[src/rtl/obs_pkg.sv]
// Shared types and constants for the falling-obstacle scheduler:
// FSM encoding, slot record, screen/spawn constants and the LFSR step.
package obs_pkg;

  typedef enum logic [1:0] {
    IDLE   = 2'd0,
    UPDATE = 2'd1,
    SPAWN  = 2'd2,
    HALT   = 2'd3
  } state_t;

  localparam int          SCREEN_W  = 640;
  localparam int          X_MIN     = 8;
  localparam logic [15:0] LFSR_SEED = 16'hACE1;
  // Galois taps 16,14,13,11 for a right-shifting register
  localparam logic [15:0] LFSR_TAPS = 16'hB400;

  typedef struct packed {
    logic       live;
    logic [9:0] x;
    logic [9:0] y;
  } slot_t;

  function automatic logic [15:0] lfsr_step(input logic [15:0] s);
    return (s >> 1) ^ (s[0] ? LFSR_TAPS : 16'h0000);
  endfunction

  // Spawn column taken from the value the LFSR is about to advance to,
  // so each spawn attempt consumes exactly one fresh LFSR step.
  function automatic logic [9:0] spawn_x(input logic [15:0] s);
    return 10'((lfsr_step(s) & 16'h01FF) + 16'(X_MIN));
  endfunction

endpackage

[src/rtl/obs_lfsr.sv]
// 16-bit Galois LFSR used to pick obstacle spawn columns.
// Steps once per cycle that advance is high; reseeds on reset.
module obs_lfsr
  import obs_pkg::*;
(
  input  logic        clock,
  input  logic        reset_n,
  input  logic        advance,
  output logic [15:0] state
);

  // advance the register by one Galois step when requested
  always_ff @(posedge clock or negedge reset_n) begin
    if (!reset_n) state <= LFSR_SEED;
    else if (advance) state <= lfsr_step(state);
  end

endmodule

[src/rtl/obs_scheduler.sv]
// Falling-obstacle scheduler: owns N_OBS slots sharing one sprite renderer.
// Per frame: move live slots down, retire those leaving the screen, and
// every SPAWN_GAP frames place a new obstacle at a pseudo-random column.
// Per pixel: register the lowest-index slot covering the next pixel.
// Optional build macro OBS_SPEEDUP_EN: vertical step grows by 1 after every
// 16 retired obstacles, saturating at 7.
// dbg_state exposes the FSM state (IDLE=0, UPDATE=1, SPAWN=2, HALT=3).
module obs_scheduler
  import obs_pkg::*;
#(
  parameter int N_OBS     = 4,
  parameter int RES_X     = 32,
  parameter int RES_Y     = 15,
  parameter int SCREEN_H  = 480,
  parameter int SPEED     = 2,
  parameter int SPAWN_GAP = 60
) (
  input  logic             clock,
  input  logic             reset_n,
  input  logic             enable,
  input  logic             frame_tick,
  input  logic             hit,
  input  logic [9:0]       hcount,
  input  logic [9:0]       vcount,
  output logic [9:0]       obs_x,
  output logic [9:0]       obs_y,
  output logic             obs_en,
  output logic [N_OBS-1:0] active_mask,
  output logic             passed,
  output logic             halted,
  output logic [1:0]       dbg_state
);

  localparam int IW = $clog2(N_OBS);
  localparam int CW = $clog2(SPAWN_GAP + 1);

  state_t          state;
  slot_t           slots [N_OBS];
  logic [IW-1:0]   idx;
  logic [CW-1:0]   spawn_cnt;
  logic [CW-1:0]   spawn_nxt;
  logic            gap_hit;
  logic [15:0]     lfsr_state;
  logic            lfsr_adv;
  logic [2:0]      speed;
  logic [10:0]     upd_sum;
  logic            upd_exit;
  logic            free_found;
  logic [IW-1:0]   free_idx;
  logic [9:0]      hn;
  logic            sel_found;
  logic [9:0]      sel_x;
  logic [9:0]      sel_y;

`ifdef OBS_SPEEDUP_EN
  logic [3:0]      pass_cnt;
`else
  assign speed = 3'(SPEED);
`endif

  assign dbg_state = state;
  assign spawn_nxt = spawn_cnt + CW'(1);
  assign gap_hit   = (spawn_nxt == CW'(SPAWN_GAP));
  // The LFSR moves once per spawn attempt, whether or not a slot was free.
  assign lfsr_adv  = enable && !hit && (state == SPAWN) && gap_hit;

  // 11-bit sum so a slot near the bottom cannot wrap back to the top
  assign upd_sum  = {1'b0, slots[idx].y} + 11'(speed);
  assign upd_exit = (upd_sum > 11'(SCREEN_H - 1));

  obs_lfsr u_lfsr (
    .clock   (clock),
    .reset_n (reset_n),
    .advance (lfsr_adv),
    .state   (lfsr_state)
  );

  // live-slot mask and lowest free slot for spawning
  always_comb begin
    free_found = 1'b0;
    free_idx   = '0;
    for (int i = N_OBS - 1; i >= 0; i--) begin
      active_mask[i] = slots[i].live;
      if (!slots[i].live) begin
        free_found = 1'b1;
        free_idx   = IW'(i);
      end
    end
  end

  // priority pixel selector on the lookahead column; lowest index wins
  always_comb begin
    hn        = hcount + 10'd1;
    sel_found = 1'b0;
    sel_x     = '0;
    sel_y     = '0;
    for (int i = N_OBS - 1; i >= 0; i--) begin
      if (slots[i].live &&
          (hn >= slots[i].x) && ({1'b0, hn} < ({1'b0, slots[i].x} + 11'(RES_X))) &&
          (vcount >= slots[i].y) && ({1'b0, vcount} < ({1'b0, slots[i].y} + 11'(RES_Y)))) begin
        sel_found = 1'b1;
        sel_x     = slots[i].x;
        sel_y     = slots[i].y;
      end
    end
  end

  // frame FSM: slot movement, retirement, spawning, halt and clear
  always_ff @(posedge clock or negedge reset_n) begin
    if (!reset_n) begin
      state     <= IDLE;
      idx       <= '0;
      spawn_cnt <= '0;
      passed    <= 1'b0;
      halted    <= 1'b0;
      for (int i = 0; i < N_OBS; i++) slots[i] <= '0;
`ifdef OBS_SPEEDUP_EN
      pass_cnt  <= '0;
      speed     <= 3'(SPEED);
`endif
    end else begin
      passed <= 1'b0;
      if (!enable) begin
        state     <= IDLE;
        idx       <= '0;
        spawn_cnt <= '0;
        halted    <= 1'b0;
        for (int i = 0; i < N_OBS; i++) slots[i] <= '0;
`ifdef OBS_SPEEDUP_EN
        pass_cnt  <= '0;
        speed     <= 3'(SPEED);
`endif
      end else if (hit) begin
        state  <= HALT;
        halted <= 1'b1;
      end else begin
        case (state)
          IDLE: begin
            if (frame_tick) begin
              state <= UPDATE;
              idx   <= '0;
            end
          end
          UPDATE: begin
            if (slots[idx].live) begin
              if (upd_exit) begin
                slots[idx].live <= 1'b0;
                passed          <= 1'b1;
`ifdef OBS_SPEEDUP_EN
                pass_cnt <= pass_cnt + 4'd1;
                if (pass_cnt == 4'd15 && speed != 3'd7) speed <= speed + 3'd1;
`endif
              end else begin
                slots[idx].y <= upd_sum[9:0];
              end
            end
            if (idx == IW'(N_OBS - 1)) state <= SPAWN;
            else idx <= idx + IW'(1);
          end
          SPAWN: begin
            if (gap_hit) begin
              spawn_cnt <= '0;
              if (free_found) begin
                slots[free_idx].live <= 1'b1;
                slots[free_idx].x    <= spawn_x(lfsr_state);
                slots[free_idx].y    <= '0;
              end
            end else begin
              spawn_cnt <= spawn_nxt;
            end
            state <= IDLE;
          end
          HALT:    state <= HALT;
          default: state <= IDLE;
        endcase
      end
    end
  end

  // registered renderer drive; position holds when nothing is selected
  always_ff @(posedge clock or negedge reset_n) begin
    if (!reset_n) begin
      obs_en <= 1'b0;
      obs_x  <= '0;
      obs_y  <= '0;
    end else if (!enable) begin
      obs_en <= 1'b0;
    end else if (sel_found) begin
      obs_en <= 1'b1;
      obs_x  <= sel_x;
      obs_y  <= sel_y;
    end else begin
      obs_en <= 1'b0;
    end
  end

endmodule

[config.mk]
export PLATFORM = sky130hd
export DESIGN_NAME = obs_scheduler
export DESIGN_NICKNAME = d
export VERILOG_FILES = /design/src/rtl/obs_pkg.sv /design/src/rtl/obs_lfsr.sv /design/src/rtl/obs_scheduler.sv
export SDC_FILE = /design/constraint.sdc
export NUM_CORES = 1
export LEC_CHECK = 0
export CORE_UTILIZATION = 57
export DETAILED_ROUTE_END_ITERATION = 6
export HOLD_SLACK_MARGIN = 0.02
export PLACE_DENSITY = 0.86
export SLEW_MARGIN = 10
export SYNTH_ARGS = -nofsm -noshare
export SYNTH_HDL_FRONTEND = slang
export SYNTH_HIERARCHICAL = 1
export SYNTH_SLANG_ARGS = --single-unit
export TNS_END_PERCENT = 5
[constraint.sdc]
create_clock -name clock -period 5.7 [get_ports clock]
set_clock_uncertainty 0.2 [all_clocks]
set_input_delay 1.14 -clock clock [delete_from_list [all_inputs] [get_ports clock]]
set_output_delay 1.14 -clock clock [all_outputs]
set_load 0.01 [all_outputs]
Yosys cells after proc, flatten, opt, wreduce, memory -nomap -nowiden
Index checks and enable logic that the tools add are counted.
Storage, ports and cells
  register bits: 133
  logic and storage cells: 172
  input bits: 25
Operators by class
  add/subtract/negate cells: 13
  bitwise logic cells: 3
  eq/ne operators: 17
  order comparisons: 21
  multiplexer cells: 69
  reduce and logical (&&, ||, !) cells: 28
Operators by type and width (count)
  2-to-1 mux 84 bit: 6
  bitwise mux 84 bit: 5
  demux 21 bit (select 2 bit): 5
  one-hot mux 84 bit (2 select lines): 1
  2-to-1 mux 10 bit: 10
  < comparator 10 x 11 -> 1 bit: 8
  2-to-1 mux 21 bit: 4
  >= comparator 10 bit: 8
  adder 10 x 4 -> 11 bit (second input constant): 4
  adder 10 x 6 -> 11 bit (second input constant): 4
  binary-select mux 21 bit (select 2 bit): 1
  2-to-1 mux 2 bit: 12
  2-to-1 mux 6 bit: 4
  logical AND 1 bit: 21
  2-to-1 mux 20 bit: 1
  2-to-1 mux 1 bit: 17
  2-to-1 mux 16 bit: 1
  bitwise XOR 15 x 16 -> 16 bit: 1
  != test 3 bit (second input constant): 5
  adder 10 x 2 -> 11 bit (second input constant): 1
  > comparator 11 x 9 -> 1 bit (second input constant): 1
  adder 10 x 1 -> 10 bit (second input constant): 1
  adder 9 x 4 -> 10 bit (second input constant): 1
  != test 4 bit (second input constant): 2
  other kinds (18): 27

Depth between registers and ports, before layout
Gate-level depths: netlist of run 1.
  depth in word-level cells: 17
  gate-level depth with buffers: 17
  depth with buffers taken out: 16

Hierarchy
The synthesis of run 1 kept the hierarchy.
By module, submodules not included
  obs_scheduler: sequential area each 2927.8 µm², area an instance 10375.0 µm², times used 1, cells an instance 1187
  obs_lfsr: sequential area each 410.4 µm², area an instance 655.6 µm², times used 1, cells an instance 40

Worst setup path before layout of run 1
Ideal clock, no wire load.
  kind: input to register
  from: input hcount[2]
  to: register obs_x[0]
  data arrival time: 4241 ps
  cell stages on the path: 15
  data required time: 5376 ps
  path slack: 1135 ps
  library setup time: 124 ps
  path through: and3_1 -> and3_1 -> nand3_1 -> xnor2_1 -> ha_1 -> a21o_1 -> a21o_1 -> a221oi_1 -> nor2_1 -> and3_1 -> buf_4 -> o311a_1 -> clkbuf_1 -> o211a_1 -> a211o_1
Between the ends
  word-level cells in the longest chain between the ends: 11
  elaborated cells between the ends (all ways): 34
Ends and longest elaborated chain
  start: declaration: RTL line obs_scheduler.sv:23  | input logic [9:0] hcount,
  adder 10 x 1 -> 10 bit *: RTL line obs_scheduler.sv:93  | hn = hcount + 10'd1;
  >= comparator 10 bit: RTL line obs_scheduler.sv:99  | (hn >= slots[i].x) && ({1'b0, hn} < ({1'b0, slots[i].x} + 11'(RES_X))) &&
  logical AND 1 bit: RTL line obs_scheduler.sv:98  | if (slots[i].live &&
  logical AND 1 bit (2 in series): RTL line obs_scheduler.sv:99
  logical AND 1 bit: RTL line obs_scheduler.sv:100  | (vcount >= slots[i].y) && ({1'b0, vcount} < ({1'b0, slots[i].y} + 11'(RES_Y)))) begin
  2-to-1 mux 1 bit (4 in series): RTL line obs_scheduler.sv:98
  AND reduction 2 bit (no line)
  end signal: assignment: RTL line obs_scheduler.sv:190  | obs_x <= sel_x;
  end: declaration: RTL line obs_scheduler.sv:25  | output logic [9:0] obs_x,
Every way passes the cells marked *; elsewhere a longest branch is shown, timed or not.
A chain may end at the register's enable or synchronous reset.

Worst setup path in the final report of run 1
  from: input hcount[1]
  to: register obs_x[1]
Same word-level chain as after synthesis.

==> flow_summary.toml, run 1 <==
[clocking]
cts_resized = 0
ctsHoldBuffers = 0
clkLatencyLatePin_ns = 0.43
tritoncts = "done"
clk_path_buf_depth = 2
clock-sinks = 133
root_buffer = "clkbuf_16"
numCtsBuffers = 17
clkSlewWorstSetupHoldPaths_ns = 0.06
post-cts-setup-buffer-count = 0
htree_levels = 4

[setup_path]
worstRegToRegCells = 13
cp-start-kind = "primary input"
crit_path_start = "hcount[1]"
worstPathArrival_ns = 5.26
cp_num_cells = 14
worstSetupEndpointType = "flop"
crit_slowest_cell = "and3_1"
required_ns = 5.86
path_class = "in2reg"
critPathTopFamily = "compound AO/OA/AOI/OAI gates"
cp_max_fo = 21
r2r-start = "slots[21]"
critPathMaxStageDelay_ns = 0.87
reg2reg_setup_slack_ns = 1.31
worstPathCellList = "clkdlybuf4s50_1 -> ha_1 -> nand3_1 -> xnor2_1 -> buf_4 -> ha_1 -> o2111ai_1 -> o21ai_0 -> nor2_1 -> o221a_2 -> o311ai_0 -> a211o_1 -> and3_1 -> a211o_1"
worstSetupEndpoint = "obs_x[1]"
worst-path-buf-inv = 2
r2r-end = "obs_x[1]"

[route]
viasPerCell = 6.36
detail-route-antenna-nets = 0
drt_wl_total_mm = 30.8
vias = 9842
drt-initial-drc-count = 1103
wl_per_cell_um = 19.9
dr.pass1.iters = 5
drcViolationCount = 0

[pwr]
power_density_nw_per_um2 = 212
comb_power_share = 0.197
vdd.ir_drop.worst_mv = 0.206
p_switching_mw = 0.787
seqPwrFrac = 0.384
swShare = 0.298
p_leak_nw = 5.33
power.total_mw = 2.64
clockPowerShare = 0.419
p_int_mw = 1.85

[synth]
seq_area_frac_synth = 0.303
synth.avg_cell_area_um2 = 8.99
synth-seq-cells = 133
synthDistinctLibCells = 71
yosysWarningCount = 6
synthCells = 1227
synth_edf_count = 0
ys.flop_type = "dfrtp_1"
synth.cell_area_um2 = 11000
synthArstFlopShare = 1.00
syn_nets = 1414

[cells_and_area]
n_antenna_cell = 0
syn_to_final_growth_pct = 12.9
layout.nets = 1463
drive_above_1_share = 0.0776
design_area_um2 = 12400

[floorplan]
ios = 54
core-area_um2 = 18800
start_util = 0.586
die_h_um = 141
rows = 50
dieArea_um2 = 19900
dieWidth_um = 141

[sta]
tightest_slew_ns = 1.05
fmax_ghz = 0.196
finalSetupViolCount = 0
setup_tns_ns = 0
min_period_ns = 5.10
hold_viol_final = 0
finalMaxSlewViolations = 0
timing.final.crit_share = 0.895
rsz0062_at_grt = "false"
relSlewSlack = 0.299

[outcome]
status = "complete, no violations"

[job]
maxCapViolCount = 0

[grt]
gr-usage-all-layers = 0.323
grt_max_degree = 96
overflow = 0
grt_first_pass_wirelength_mm = 50.1
antenna_found_initial = 0
grt_pass1_vias = 9714

[placement]
portBuffers = 53
place_area_um2 = 11900
place.gp.congestion = 1.02
dp_hpwl_mm = 22.8

[worst_hold_path]
hold_path.class = "reg2reg"
[cell usage in the layout, fill, tap and decap left out, types with 17 or more instances in the layout]
cell / instances
ha_1: 162
nand2_1: 138
dfrtp_1: 125
o21ai_0: 109
inv_1: 100
nor2_1: 66
xnor2_1: 55
nand3_1: 53
clkdlybuf4s50_1: 52
a21oi_1: 43
a211o_1: 23
buf_4: 23
o211a_1: 21
o2bb2ai_1: 21
mux2i_1: 20
a21o_1: 17
clkbuf_16: 17
[sequential cells by signal (all words and copies together), names as in the netlist]
| register | cells |
|---|---|
| obs_x | 10 |
| spawn_cnt | 6 |
| u_lfsr/state | 16 |
| idx | 2 |
| halted | 1 |
| passed | 1 |
| active_mask | 4 |
| dbg_state | 2 |
| obs_y | 10 |
| obs_en | 1 |
| slots | 80 |
[tightest hold or removal path, cell delays in order, from the launching register on]
cell	delay, ns
dfrtp_1	0.35
nand2_1	0.05
o31ai_1	0.05
[kinds of logic (layout without fill, tap and decap cells)]
logic type | count (synthesis) | in the layout | share of synthesized area
DFF | 133 | 133 | 0.303
AOI/OAI and AO/OA | 323 | 323 | 0.201
muxes | 45 | 45 | 0.0566
adders and majority gates | 162 | 162 | 0.184
buffers and inverters | 147 | 208 | 0.0560
and+or+nand+nor | 353 | 353 | 0.149
xor gates and xnor gates | 64 | 64 | 0.0508
[cells in the mapped netlist (4+ instances only)]
cell / number / share of area
nor3_1: 18 / 0.0082
o211a_1: 21 / 0.019
a2111oi_0: 4 / 0.0032
o2bb2ai_1: 21 / 0.017
mux4_2: 10 / 0.020
o31ai_1: 12 / 0.0082
xnor2_1: 55 / 0.044
a31oi_1: 7 / 0.0040
buf_1: 4 / 0.0014
a21oi_1: 43 / 0.020
a21o_1: 17 / 0.012
ha_1: 162 / 0.18
xor2_1: 9 / 0.0071
and3_1: 12 / 0.0068
nor2_1: 66 / 0.022
o2111ai_1: 4 / 0.0032
nand4_1: 8 / 0.0045
o211ai_1: 6 / 0.0041
a211o_1: 23 / 0.018
nand3_1: 53 / 0.024
clkbuf_1: 29 / 0.0099
mux2_4: 4 / 0.0054
mux2i_1: 20 / 0.018
dfstp_2: 8 / 0.019
dfrtp_1: 125 / 0.28
nor2b_1: 16 / 0.0091
o21ai_0: 109 / 0.049
buf_4: 11 / 0.0075
nand2_1: 138 / 0.047
a21boi_0: 5 / 0.0034
and2_1: 6 / 0.0034
nor4_1: 4 / 0.0023
a211oi_1: 4 / 0.0027
mux2_2: 10 / 0.010
inv_1: 100 / 0.034
nand2b_1: 13 / 0.0074
o21a_1: 16 / 0.011
[through the flow]
stage                     hold WS, ns  utilization  setup slack [ns]  std cells
after global placement          0.261        0.630             0.409       1517
final                           0.284        0.661             0.597       1548
after CTS                       0.280        0.661             0.707       1548
after floorplan                 0.249            -              1.14       1227
after global routing            0.303        0.661             0.402       1548
after detailed placement        0.268        0.630             0.295       1517
[per-layer routing]
layer	vias to the layer above	track usage	routed length, um
met5	-	0	0
met4	0	0.125	974
met3	80	0.0639	2850
met2	514	0.510	14000
met1	4733	0.437	13100
li1	4515	-	-
[area by class of cell]
type	count	area (um2)
Sequential cell	133	3340
Timing Repair Buffer	77	724
Clock inverter	10	123
Multi-Input combinational cell	947	7100
Clock buffer	21	460
Tap cell	260	325
Inverter	100	375
Fill cell	1421	6380
[worst min-delay path by stage]
stage              start   endpoint  slack [ns]  depth (start not counted)
6_report       slots[13]  slots[13]        0.28                          2
5_1_grt        slots[13]  slots[13]        0.30                          2
4_1_cts        slots[19]  slots[19]        0.28                          2
3_5_place_dp   slots[19]  slots[19]        0.27                          2
3_3_place_gp   slots[14]  slots[14]        0.26                          2
2_1_floorplan  slots[13]  slots[13]        0.25                          2
[power by group through the flow]
stage / logic, mW / clock network (mW) / registers (mW)
floorplan: 0.349 / 0 / 1.01
global placement: 0.489 / 0 / 1.02
detailed placement: 0.511 / 0 / 1.02
CTS: 0.516 / 1.11 / 1.01
global route: 0.586 / 1.16 / 1.01
finish: 0.520 / 1.11 / 1.01
(Power assumes the default switching activity.)
==> inputs of run 2 (changes only) <==
--- a/config.mk
+++ b/config.mk
@@ -6,6 +6,7 @@
 export NUM_CORES = 1
 export LEC_CHECK = 0
 export CORE_UTILIZATION = 57
+export CTS_BUF_LIST = sky130_fd_sc_hd__clkbuf_4
 export DETAILED_ROUTE_END_ITERATION = 6
 export HOLD_SLACK_MARGIN = 0.02
 export PLACE_DENSITY = 0.86
==> run 2 against run 1 <==
Compared with the run above:
- flip-flop and latch count did not move
- first-iteration DRC count shrank 11%
- non-clock buffer count unchanged
- setup slack improved by 0.17 ns
- global-route usage down 1.2 points
- register-to-register slack barely moved
- sequential share of layout area grew 0.68 points
- sequential power hardly changed
- largest cell class unchanged
- via count decreased by 0.88%
- highest routed layer unchanged
- clock power shrank 42%
- combinational power decreased by 0.8%
- fmax rose by 3.4%
==> flow_summary.toml, run 2 (synthesized netlist as in run 1, its figures left out) <==
[sta]
timing.final.ws_setup_ns = 0.767
holdWs_ns = 0.294
finalSetupViolCount = 0
relSlewSlack = 0.272
timing.final.crit_share = 0.865
min_period_ns = 4.93
tightest_slew_ns = 1.09
hold_viol_final = 0
fmax_ghz = 0.203
finalMaxSlewViolations = 0
rsz0062_at_grt = "false"
setup_tns_ns = 0

[setup_path]
r2r-end = "obs_x[8]"
r2r-start = "slots[21]"
cp-start-kind = "primary input"
worst-path-buf-inv = 2
cp_num_cells = 14
path_class = "in2reg"
crit_slowest_cell = "and3_1"
worstRegToRegCells = 13
worstSetupEndpoint = "obs_x[8]"
worstPathArrival_ns = 5.22
critPathMaxStageDelay_ns = 0.86
required_ns = 5.98
critPathTopFamily = "compound AO/OA/AOI/OAI gates"
reg2reg_setup_slack_ns = 1.30
crit_path_start = "hcount[1]"
cp_max_fo = 21
worstPathCellList = "clkdlybuf4s50_1 -> ha_1 -> nand3_1 -> xnor2_1 -> buf_4 -> ha_1 -> o2111ai_1 -> o21ai_0 -> nor2_1 -> o221a_2 -> o311ai_0 -> a211o_1 -> and3_1 -> a211o_1"
worstSetupEndpointType = "flop"

[grt]
antenna_found_initial = 1
grt_max_degree = 96
gr-usage-all-layers = 0.311
grt_pass1_vias = 9501
overflow = 0
grt_first_pass_wirelength_mm = 48.3

[cells_and_area]
fillers = 1481
drive_above_1_share = 0.0776
layout.nets = 1463
top_register = "slots"
mostFrequentLayoutCells = "162 x ha_1, 138 x nand2_1, 125 x dfrtp_1, 109 x o21ai_0, 100 x inv_1"
final_common_cell = "ha_1"
largest_reg_flops = 80
syn_to_final_growth_pct = 10.1
top_regs = "slots: 80 flops, u_lfsr/state: 16 flops"

[pwr]
swShare = 0.331
comb_power_share = 0.238
seqPwrFrac = 0.466
power_density_nw_per_um2 = 179
p_leak_nw = 5.19
p_int_mw = 1.45
vdd.ir_drop.worst_mv = 0.126
p_switching_mw = 0.719
clockPowerShare = 0.296

[route]
vias = 9755
drt-initial-drc-count = 987
detail-route-antenna-nets = 0
dr.pass1.iters = 5
drcViolationCount = 0
drt_wl_total_mm = 29.8
wl_per_cell_um = 19.2
viasPerCell = 6.30

[floorplan]
dieArea_um2 = 19900
core-area_um2 = 18800
start_util = 0.586
ios = 54
dieWidth_um = 141
die_h_um = 141
rows = 50

[clocking]
cts_resized = 0
clkLatencyLatePin_ns = 0.56
root_buffer = "clkbuf_4"
post-cts-setup-buffer-count = 0
clk_path_buf_depth = 2
htree_levels = 4
numCtsBuffers = 17
clkSlewWorstSetupHoldPaths_ns = 0.11
clock-sinks = 133
tritoncts = "done"
ctsHoldBuffers = 0

[outcome]
status = "complete, no violations"

[worst_hold_path]
min_path_cells = 2
hold_path.class = "reg2reg"

[job]
maxCapViolCount = 0

[placement]
portBuffers = 53
dp_hpwl_mm = 22.8
place.gp.congestion = 1.02
dp_slack_ns = 0.295
[run 2: changes by cell type in the layout (fill, tap and decap cells not counted)]
| cell | before | now |
|---|---|---|
| clkbuf_4 | 0 | 19 |
| clkbuf_16 | 17 | 0 |
| clkbuf_1 | 2 | 0 |
| clkbuf_8 | 2 | 0 |
| clkinv_1 | 0 | 2 |
| diode_2 | 0 | 1 |
[run 2: layout make-up]
cell class	count	area, um2	share of cell area
flip-flops and latches	133	3340	0.275
clock inverters	12	130	0.0107
well taps	260	325	0.0268
clock buffers	19	143	0.0117
diodes	1	2.50	0.000206
repair buffers	77	724	0.0597
multi-input cells	947	7100	0.585
inverters	100	375	0.0309
[run 2: through the flow]
| step | total power [mW] | area (um2) | utilization | std cells |
|---|---|---|---|---|
| 2_1_floorplan | 1.35 | 11000 | - | 1227 |
| 3_3_place_gp | 1.51 | 11900 | 0.630 | 1517 |
| 3_5_place_dp | 1.54 | 11900 | 0.630 | 1517 |
| 4_1_cts | 2.17 | 12100 | 0.645 | 1548 |
| 5_1_grt | 2.28 | 12100 | 0.645 | 1549 |
| 6_report | 2.17 | 12100 | 0.645 | 1549 |
[run 2: per-layer routing]
layer  vias up  GRT usage  wire [um]
li1       4509          -          -
met5         -          0          0
met4         0      0.114        866
met2       471      0.486      13400
met3        73     0.0659       2860
met1      4702      0.424      12600
[run 2: worst min path at each step]
stage	start	endpoint	slack, ns
global route	slots[12]	slots[12]	0.31
global placement	slots[14]	slots[14]	0.26
floorplan	slots[13]	slots[13]	0.25
CTS	slots[19]	slots[19]	0.29
finish	slots[19]	slots[19]	0.29
detailed placement	slots[19]	slots[19]	0.27
[run 2: power groups by stage]
stage                     Sequential, mW  Combinational, mW  Clock [mW]
after global placement              1.02              0.489           0
after detailed placement            1.02              0.511           0
after floorplan                     1.01              0.349           0
after CTS                           1.01              0.513       0.647
final                               1.01              0.516       0.643
after global routing                1.01              0.583       0.686
[run 2: worst register-to-register path, delay by kind of cell, from the launching register on]
kind | cells | cell delay, ns
flops | 1 | 0.43
simple gates | 4 | 1.39
buf+inv | 1 | 0.15
fa+ha+maj | 2 | 0.52
compound gates | 5 | 1.45
xor+xnor | 1 | 0.14
